==> config.mk <==
export PLATFORM = sky130hd
export DESIGN_NAME = stage_mem_hs
export DESIGN_NICKNAME = d
export VERILOG_FILES = /design/src/rtl/mem_pkg.sv /design/src/rtl/mem_lane_fmt.sv /design/src/rtl/stage_mem_hs.sv
export SDC_FILE = /design/constraint.sdc
export NUM_CORES = 1
export LEC_CHECK = 0
export CAP_MARGIN = 20
export CORE_AREA = 2 2 234 236
export DETAILED_ROUTE_END_ITERATION = 8
export DIE_AREA = 0 0 236 238
export PLACE_DENSITY = 0.65
export SLEW_MARGIN = 10
export SYNTH_ARGS = -nofsm -noshare
export SYNTH_HDL_FRONTEND = slang
export SYNTH_HIERARCHICAL = 1
export SYNTH_SLANG_ARGS = --single-unit
==> constraint.sdc <==
create_clock -name clk_i -period 6.5 [get_ports clk_i]
set_input_delay 1.3 -clock clk_i [delete_from_list [all_inputs] [get_ports clk_i]]
set_output_delay 1.3 -clock clk_i [all_outputs]
set_load 0.01 [all_outputs]
==> src/rtl/mem_pkg.sv <==
// Shared definitions for the MEM stage: RISC-V load/store size codes,
// the access FSM states and the exception codes reported to WB.
package mem_pkg;

    // Load size/sign codes (funct3)
    localparam logic [2:0] F3_LB  = 3'b000;
    localparam logic [2:0] F3_LH  = 3'b001;
    localparam logic [2:0] F3_LW  = 3'b010;
    localparam logic [2:0] F3_LD  = 3'b011;
    localparam logic [2:0] F3_LBU = 3'b100;
    localparam logic [2:0] F3_LHU = 3'b101;
    localparam logic [2:0] F3_LWU = 3'b110;
    localparam logic [2:0] F3_BAD = 3'b111;

    // Store size codes share the low funct3 encodings with the loads
    localparam logic [2:0] F3_SB  = 3'b000;
    localparam logic [2:0] F3_SH  = 3'b001;
    localparam logic [2:0] F3_SW  = 3'b010;
    localparam logic [2:0] F3_SD  = 3'b011;

    typedef enum logic [1:0] {
        IDLE = 2'd0,
        REQ  = 2'd1,
        RESP = 2'd2
    } state_e;

    typedef enum logic [1:0] {
        EXC_NONE     = 2'd0,
        EXC_MISALIGN = 2'd1,
        EXC_BUS      = 2'd2,
        EXC_TIMEOUT  = 2'd3
    } exc_e;

endpackage

==> src/rtl/mem_lane_fmt.sv <==
// Combinational lane formatter: aligns store data/strobes onto the bus lane,
// extracts and extends load data, and flags misaligned or illegal accesses.
module mem_lane_fmt
    import mem_pkg::*;
#(
    parameter int XLEN = 64
) (
    input  logic [2:0]        funct3_i,
    input  logic [2:0]        addr_lo_i,
    input  logic [XLEN-1:0]   wdata_i,
    input  logic [XLEN-1:0]   rdata_i,
    output logic [XLEN/8-1:0] wstrb_o,
    output logic [XLEN-1:0]   wdata_o,
    output logic [XLEN-1:0]   rdata_o,
    output logic              bad_o
);

    localparam int NB = XLEN / 8;
    localparam int LB = $clog2(NB);

    logic [LB-1:0]   lane;
    logic [NB-1:0]   byteMask;
    logic [XLEN-1:0] bitMask;
    logic [XLEN-1:0] shifted;
    logic            signBit;
    logic            misalign;
    logic            illegal;

    assign lane = addr_lo_i[LB-1:0];

    // Byte and bit masks covering the access size, anchored at lane 0
    always_comb begin
        byteMask = '0;
        bitMask  = '0;
        for (int i = 0; i < NB; i++) begin
            byteMask[i]       = (i < (1 << funct3_i[1:0]));
            bitMask[8*i +: 8] = {8{byteMask[i]}};
        end
    end

    // Store alignment: strobes and data move up to the addressed lane
    always_comb begin
        wstrb_o = byteMask << lane;
        wdata_o = wdata_i << {lane, 3'b000};
    end

    // Load extraction: bring the addressed lane down, then sign- or zero-extend
    always_comb begin
        shifted = rdata_i >> {lane, 3'b000};
        case (funct3_i)
            F3_LB, F3_LBU: signBit = shifted[7];
            F3_LH, F3_LHU: signBit = shifted[15];
            F3_LW, F3_LWU: signBit = shifted[31];
            default:       signBit = shifted[XLEN-1];
        endcase
        rdata_o = (shifted & bitMask) | ({XLEN{signBit & ~funct3_i[2]}} & ~bitMask);
    end

    // Access legality: natural alignment plus size codes this width cannot do
    always_comb begin
        case (funct3_i[1:0])
            2'b00:   misalign = 1'b0;
            2'b01:   misalign = addr_lo_i[0];
            2'b10:   misalign = |addr_lo_i[1:0];
            default: misalign = |addr_lo_i;
        endcase
        illegal = (funct3_i == F3_BAD) || ((XLEN == 32) && (funct3_i == F3_LD));
        bad_o   = misalign | illegal;
    end

endmodule

==> src/rtl/stage_mem_hs.sv <==
// Pipeline MEM stage talking to a variable-latency data memory over
// req/gnt/rvalid. One access in flight; the pipe stalls until it completes.
module stage_mem_hs
    import mem_pkg::*;
#(
    parameter int XLEN    = 64,
    parameter int ADDR_W  = 64,
    parameter int TIMEOUT = 256
) (
    input  logic              clk_i,
    input  logic              rst_i,
    input  logic              flush_i,
    input  logic              in_valid_i,
    output logic              in_ready_o,
    input  logic [ADDR_W-1:0] in_pc_i,
    input  logic              in_jump_i,
    input  logic [XLEN-1:0]   in_alu_out_i,
    input  logic              in_mem_en_i,
    input  logic              in_mem_write_i,
    input  logic [2:0]        in_funct3_i,
    input  logic [ADDR_W-1:0] in_addr_i,
    input  logic [XLEN-1:0]   in_wdata_i,
    output logic              out_valid_o,
    output logic [XLEN-1:0]   out_result_o,
    output logic [XLEN-1:0]   out_rdata_o,
    output logic [1:0]        out_exc_o,
    output logic              dmem_req_o,
    output logic              dmem_we_o,
    output logic [ADDR_W-1:0] dmem_addr_o,
    output logic [XLEN/8-1:0] dmem_wstrb_o,
    output logic [XLEN-1:0]   dmem_wdata_o,
    input  logic              dmem_gnt_i,
    input  logic              dmem_rvalid_i,
    input  logic              dmem_err_i,
    input  logic [XLEN-1:0]   dmem_rdata_i
);

    localparam int NB = XLEN / 8;
    localparam int LB = $clog2(NB);
    localparam int CW = $clog2(TIMEOUT + 2);

    state_e            state_q, state_d;
    logic              req_q, req_d;
    logic              we_q, we_d;
    logic [ADDR_W-1:0] daddr_q, daddr_d;
    logic [NB-1:0]     wstrb_q, wstrb_d;
    logic [XLEN-1:0]   wdata_q, wdata_d;
    logic [2:0]        f3_q, f3_d;
    logic [2:0]        alo_q, alo_d;
    logic              write_q, write_d;
    logic [XLEN-1:0]   res_q, res_d;
    logic              drop_q, drop_d;
    logic [CW-1:0]     cnt_q, cnt_d;
    logic              ovalid_q, ovalid_d;
    logic [XLEN-1:0]   oresult_q, oresult_d;
    logic [XLEN-1:0]   ordata_q, ordata_d;
    exc_e              oexc_q, oexc_d;

    logic [2:0]        fmtF3;
    logic [2:0]        fmtAlo;
    logic [NB-1:0]     fmtWstrb;
    logic [XLEN-1:0]   fmtWdata;
    logic [XLEN-1:0]   fmtRdata;
    logic              fmtBad;
    logic [XLEN-1:0]   resultNow;
    logic              timeoutHit;

    // In IDLE the formatter looks at the incoming instruction; afterwards at the latched one
    assign fmtF3  = (state_q == IDLE) ? in_funct3_i    : f3_q;
    assign fmtAlo = (state_q == IDLE) ? in_addr_i[2:0] : alo_q;

    mem_lane_fmt #(.XLEN(XLEN)) uFmt (
        .funct3_i (fmtF3),
        .addr_lo_i(fmtAlo),
        .wdata_i  (in_wdata_i),
        .rdata_i  (dmem_rdata_i),
        .wstrb_o  (fmtWstrb),
        .wdata_o  (fmtWdata),
        .rdata_o  (fmtRdata),
        .bad_o    (fmtBad)
    );

    assign resultNow  = in_jump_i ? XLEN'(in_pc_i + ADDR_W'(4)) : in_alu_out_i;
    assign timeoutHit = (TIMEOUT != 0) && (cnt_q == CW'(TIMEOUT - 1));

    // Next-state and output logic for the IDLE -> REQ -> RESP access sequence
    always_comb begin
        state_d   = state_q;
        req_d     = req_q;
        we_d      = we_q;
        daddr_d   = daddr_q;
        wstrb_d   = wstrb_q;
        wdata_d   = wdata_q;
        f3_d      = f3_q;
        alo_d     = alo_q;
        write_d   = write_q;
        res_d     = res_q;
        drop_d    = drop_q;
        cnt_d     = cnt_q;
        ovalid_d  = 1'b0;
        oresult_d = oresult_q;
        ordata_d  = ordata_q;
        oexc_d    = oexc_q;
        case (state_q)
            IDLE: begin
                if (in_valid_i && !flush_i) begin
                    f3_d    = in_funct3_i;
                    alo_d   = in_addr_i[2:0];
                    write_d = in_mem_write_i;
                    res_d   = resultNow;
                    drop_d  = 1'b0;
                    if (!in_mem_en_i || fmtBad) begin
                        ovalid_d  = 1'b1;
                        oresult_d = resultNow;
                        ordata_d  = '0;
                        oexc_d    = in_mem_en_i ? EXC_MISALIGN : EXC_NONE;
                    end else begin
                        state_d = REQ;
                        req_d   = 1'b1;
                        we_d    = in_mem_write_i;
                        daddr_d = {in_addr_i[ADDR_W-1:LB], {LB{1'b0}}};
                        wstrb_d = in_mem_write_i ? fmtWstrb : '0;
                        wdata_d = in_mem_write_i ? fmtWdata : '0;
                        cnt_d   = '0;
                    end
                end
            end
            REQ: begin
                if (dmem_gnt_i) begin
                    state_d = RESP;
                    req_d   = 1'b0;
                    cnt_d   = '0;
                    drop_d  = flush_i;
                end else if (flush_i) begin
                    state_d = IDLE;
                    req_d   = 1'b0;
                end else if (timeoutHit) begin
                    state_d   = IDLE;
                    req_d     = 1'b0;
                    ovalid_d  = 1'b1;
                    oresult_d = res_q;
                    ordata_d  = '0;
                    oexc_d    = EXC_TIMEOUT;
                end else begin
                    cnt_d = cnt_q + 1'b1;
                end
            end
            RESP: begin
                if (dmem_rvalid_i) begin
                    state_d = IDLE;
                    drop_d  = 1'b0;
                    if (!(drop_q || flush_i)) begin
                        ovalid_d  = 1'b1;
                        oresult_d = res_q;
                        ordata_d  = (write_q || dmem_err_i) ? '0 : fmtRdata;
                        oexc_d    = dmem_err_i ? EXC_BUS : EXC_NONE;
                    end
                end else if (timeoutHit) begin
                    state_d = IDLE;
                    drop_d  = 1'b0;
                    if (!(drop_q || flush_i)) begin
                        ovalid_d  = 1'b1;
                        oresult_d = res_q;
                        ordata_d  = '0;
                        oexc_d    = EXC_TIMEOUT;
                    end
                end else begin
                    cnt_d = cnt_q + 1'b1;
                    if (flush_i) begin
                        drop_d = 1'b1;
                    end
                end
            end
            default: begin
                state_d = IDLE;
                req_d   = 1'b0;
            end
        endcase
    end

    // State, latched instruction fields and registered outputs
    always_ff @(posedge clk_i) begin
        if (rst_i) begin
            state_q   <= IDLE;
            req_q     <= 1'b0;
            we_q      <= 1'b0;
            daddr_q   <= '0;
            wstrb_q   <= '0;
            wdata_q   <= '0;
            f3_q      <= '0;
            alo_q     <= '0;
            write_q   <= 1'b0;
            res_q     <= '0;
            drop_q    <= 1'b0;
            cnt_q     <= '0;
            ovalid_q  <= 1'b0;
            oresult_q <= '0;
            ordata_q  <= '0;
            oexc_q    <= EXC_NONE;
        end else begin
            state_q   <= state_d;
            req_q     <= req_d;
            we_q      <= we_d;
            daddr_q   <= daddr_d;
            wstrb_q   <= wstrb_d;
            wdata_q   <= wdata_d;
            f3_q      <= f3_d;
            alo_q     <= alo_d;
            write_q   <= write_d;
            res_q     <= res_d;
            drop_q    <= drop_d;
            cnt_q     <= cnt_d;
            ovalid_q  <= ovalid_d;
            oresult_q <= oresult_d;
            ordata_q  <= ordata_d;
            oexc_q    <= oexc_d;
        end
    end

    assign in_ready_o   = (state_q == IDLE);
    assign out_valid_o  = ovalid_q;
    assign out_result_o = oresult_q;
    assign out_rdata_o  = ordata_q;
    assign out_exc_o    = oexc_q;
    assign dmem_req_o   = req_q;
    assign dmem_we_o    = we_q;
    assign dmem_addr_o  = daddr_q;
    assign dmem_wstrb_o = wstrb_q;
    assign dmem_wdata_o = wdata_q;

endmodule

==> impl_metrics.env <==
export IMPL_cp_arrival_ns=5.04
export IMPL_ctsRootBufferMaster="clkbuf_16"
export IMPL_synth_top_cell_area_share_pct=34.8
export IMPL_crit_path_end_kind="flop"
export IMPL_path_clk_slew_ns=0.06
export IMPL_fillers=5012
export IMPL_start_util_pct=37.5
export IMPL_antenna_found_initial=9
export IMPL_cts_hold_buf=0
export IMPL_ys_async_sr_fraction_pct=0
export IMPL_pin_count=603
export IMPL_report_final_slew_viol_count=0
export IMPL_fin_skew_ns=0.0146
export IMPL_synth_cell_area_um2=20100
export IMPL_yosysMostFrequentCell="nand2_1"
export IMPL_post_route_period_util_pct=71.3
export IMPL_cts_sinks=349
export IMPL_synth_top_cells_by_area="dfxtp_1, a21oi_1, nand2_1, mux2i_1, nand3_1"
export IMPL_place_ws_ns=1.32
export IMPL_fmax_ghz=0.216
export IMPL_cp_required_ns=6.90
export IMPL_wl_um=86200
export IMPL_synth_area_leader_cell="dfxtp_1"
export IMPL_multiInputGateArea_um2=12000
export IMPL_utilization_pct=51.7
export IMPL_die_area_um2=56200
export IMPL_hp_class="flop to flop"
export IMPL_synth_seq_cells=349
export IMPL_hold_violations=0
export IMPL_place_hpwl_um=62800
export IMPL_vias_per_cell=5.80
export IMPL_area_growth_pct=37.8
export IMPL_setup_tns_ns=0
export IMPL_max_stage_delay_ns=0.81
export IMPL_synth_edf_count=0
export IMPL_grt_first_pass_wirelength_um=127000
export IMPL_core_area_um2=53500
export IMPL_ff2ff_path_depth=10
export IMPL_path_max_fanout=57
export IMPL_drive_gt1_share_pct=6.79
export IMPL_synth_flop_cell="dfxtp_1"
export IMPL_grt_total_usage_pct=29.1
export IMPL_grt_setup_unrepaired="no"
export IMPL_clockBufferDepth=3
export IMPL_num_nets_final=3413
export IMPL_grt_max_degree=107
export IMPL_finalSetupViolations=0
export IMPL_syn_avg_cell_area_um2=7.64
export IMPL_numPortBuffers=599
export IMPL_leakagePower_nw=9.67
export IMPL_ys_types=86
export IMPL_period_needed_ns=4.63
export IMPL_worst_slack_ns=1.87
export IMPL_status="finished clean"
export IMPL_slowest_stage="a32oi_4"
export IMPL_fp_dieW_um=236
export IMPL_wl_per_cell_um=22.7
export IMPL_cp_cell_sequence="clkdlybuf4s50_1 > mux2_4 > buf_4 > mux2i_1 > a22oi_2 > a32oi_4 > nand3_1 > nand3_1 > a21oi_1"
export IMPL_yosysSeqAreaShare_pct=34.8
export IMPL_syn_inst=2625
export IMPL_drv_cap=0
export IMPL_ctsResizeCount=0
export IMPL_start_kind="primary input"
export IMPL_post_cts_buffers=0
export IMPL_slew_headroom_pct=26.5
export IMPL_tritoncts="built"
export IMPL_row_count=85
export IMPL_ant_nets=0
export IMPL_numCtsBuffers=41
export IMPL_overflow=0
export IMPL_first_pass_iters=6
export IMPL_regArea_um2=6990
export IMPL_htreeDepth=2
export IMPL_chipHeight_um=238
export IMPL_place_congestion=0.956
export IMPL_ir_worst_vdd_uv=146
export IMPL_crit_type="primary input to flop"
export IMPL_first_iter_violations=2033
export IMPL_vias=22081
export IMPL_ys_top_cells_by_count="nand2_1, a21oi_1, dfxtp_1, nand3_1, nor2_1"
export IMPL_yosys_warnings=6
export IMPL_grt_pass1_vias=20396
export IMPL_crit_path_frequent_cell="nand3_1"
export IMPL_holdPathStages=2
export IMPL_worst_slew_pin_slew_ns=1.10
export IMPL_drcViolationCount=0
export IMPL_clk_latency_ns=0.57
export IMPL_power_density_nw_per_um2=216
[through the flow]
stage	hold WS (ns)	power, mW	instance area, um^2	instances
floorplan	0.410	3.02	20100	2627
global placement	0.419	3.60	26200	3725
detailed placement	0.430	3.61	26200	3726
CTS	0.442	6.01	27600	3801
global route	0.469	6.20	27600	3805
finish	0.444	5.97	27600	3806
[worst max-delay path, delay by kind of cell]
kind                   cells  cell delay [ns]
and+or+nand+nor            2             0.30
buffers and inverters      2             1.20
muxes                      2             1.09
AOI/OAI and AO/OA          3             1.08
[path summary, 6_finish.rpt]
check	from	to	slack (ns)
max	in_addr_i[1]	out_rdata_o[54]	1.87
min	res_q[24]	res_q[24]	0.44
max reg2reg	state_q[1]	out_rdata_o[54]	2.19
min reg2reg	res_q[24]	res_q[24]	0.44
[cells in the final DEF, fill, tap and decap left out, types with 19 or more instances in the layout]
master / instances
nand2_1: 449
o22ai_1: 23
inv_1: 23
xnor2_1: 26
mux2_2: 45
buf_4: 33
a221oi_1: 19
nand4_1: 24
nor4_1: 29
nor2_1: 165
mux2i_1: 147
clkbuf_16: 41
a211oi_1: 31
o211ai_1: 24
clkdlybuf4s50_1: 596
a21oi_1: 355
dfxtp_1: 349
o21ai_0: 142
nor3_1: 37
nand3_1: 215
[power by group]
part	switching [mW]	internal, mW	leakage [nW]
Sequential	0.0542	2.22	2.83
Combinational	0.737	0.577	6.17
Clock	0.983	1.40	0.670
Total	1.77	4.20	9.67
[registers in the layout (all words and copies together), names as in the netlist]
| register | cells |
|---|---|
| dmem_wdata_o | 64 |
| out_rdata_o | 64 |
| out_result_o | 64 |
| res_q | 64 |
| dmem_addr_o | 61 |
| cnt_q | 9 |
| dmem_wstrb_o | 8 |
| alo_q | 3 |
| f3_q | 3 |
| out_exc_o | 2 |
| state_q | 2 |
| dmem_req_o | 1 |
| dmem_we_o | 1 |
| drop_q | 1 |
| out_valid_o | 1 |
| write_q | 1 |
[layer usage]
| layer | share of wire, % | wire length (um) | track usage, % | up-vias |
|---|---|---|---|---|
| li1 | - | - | - | 10311 |
| met1 | 41 | 35300 | 37.6 | 10467 |
| met2 | 47 | 40200 | 47.8 | 1126 |
| met3 | 9.1 | 7820 | 6.21 | 167 |
| met4 | 3.3 | 2840 | 10.4 | 10 |
| met5 | 0.079 | 68 | 0 | - |
[layout make-up]
class                           instances  area share [%]
Tap cell                              696            3.15
Multi-Input combinational cell       2023            43.4
Antenna cell                            4          0.0362
Clock inverter                         16           0.629
Timing Repair Buffer                  636            22.9
Inverter                               23           0.312
Sequential cell                       349            25.3
Clock buffer                           59            4.32
[cell families after synthesis]
kind of cell               count (synthesis)  synth area share, %
DFF                                      349                 34.8
and+or+nand+nor                         1038                 23.5
adders and majority gates                  6                0.374
AOI/OAI and AO/OA                        721                 21.7
xor gates and xnor gates                  44                 1.92
muxes                                    211                 11.8
buffers and inverters                    255                 5.90
other                                      1               0.0187
(Power assumes the default switching activity.)
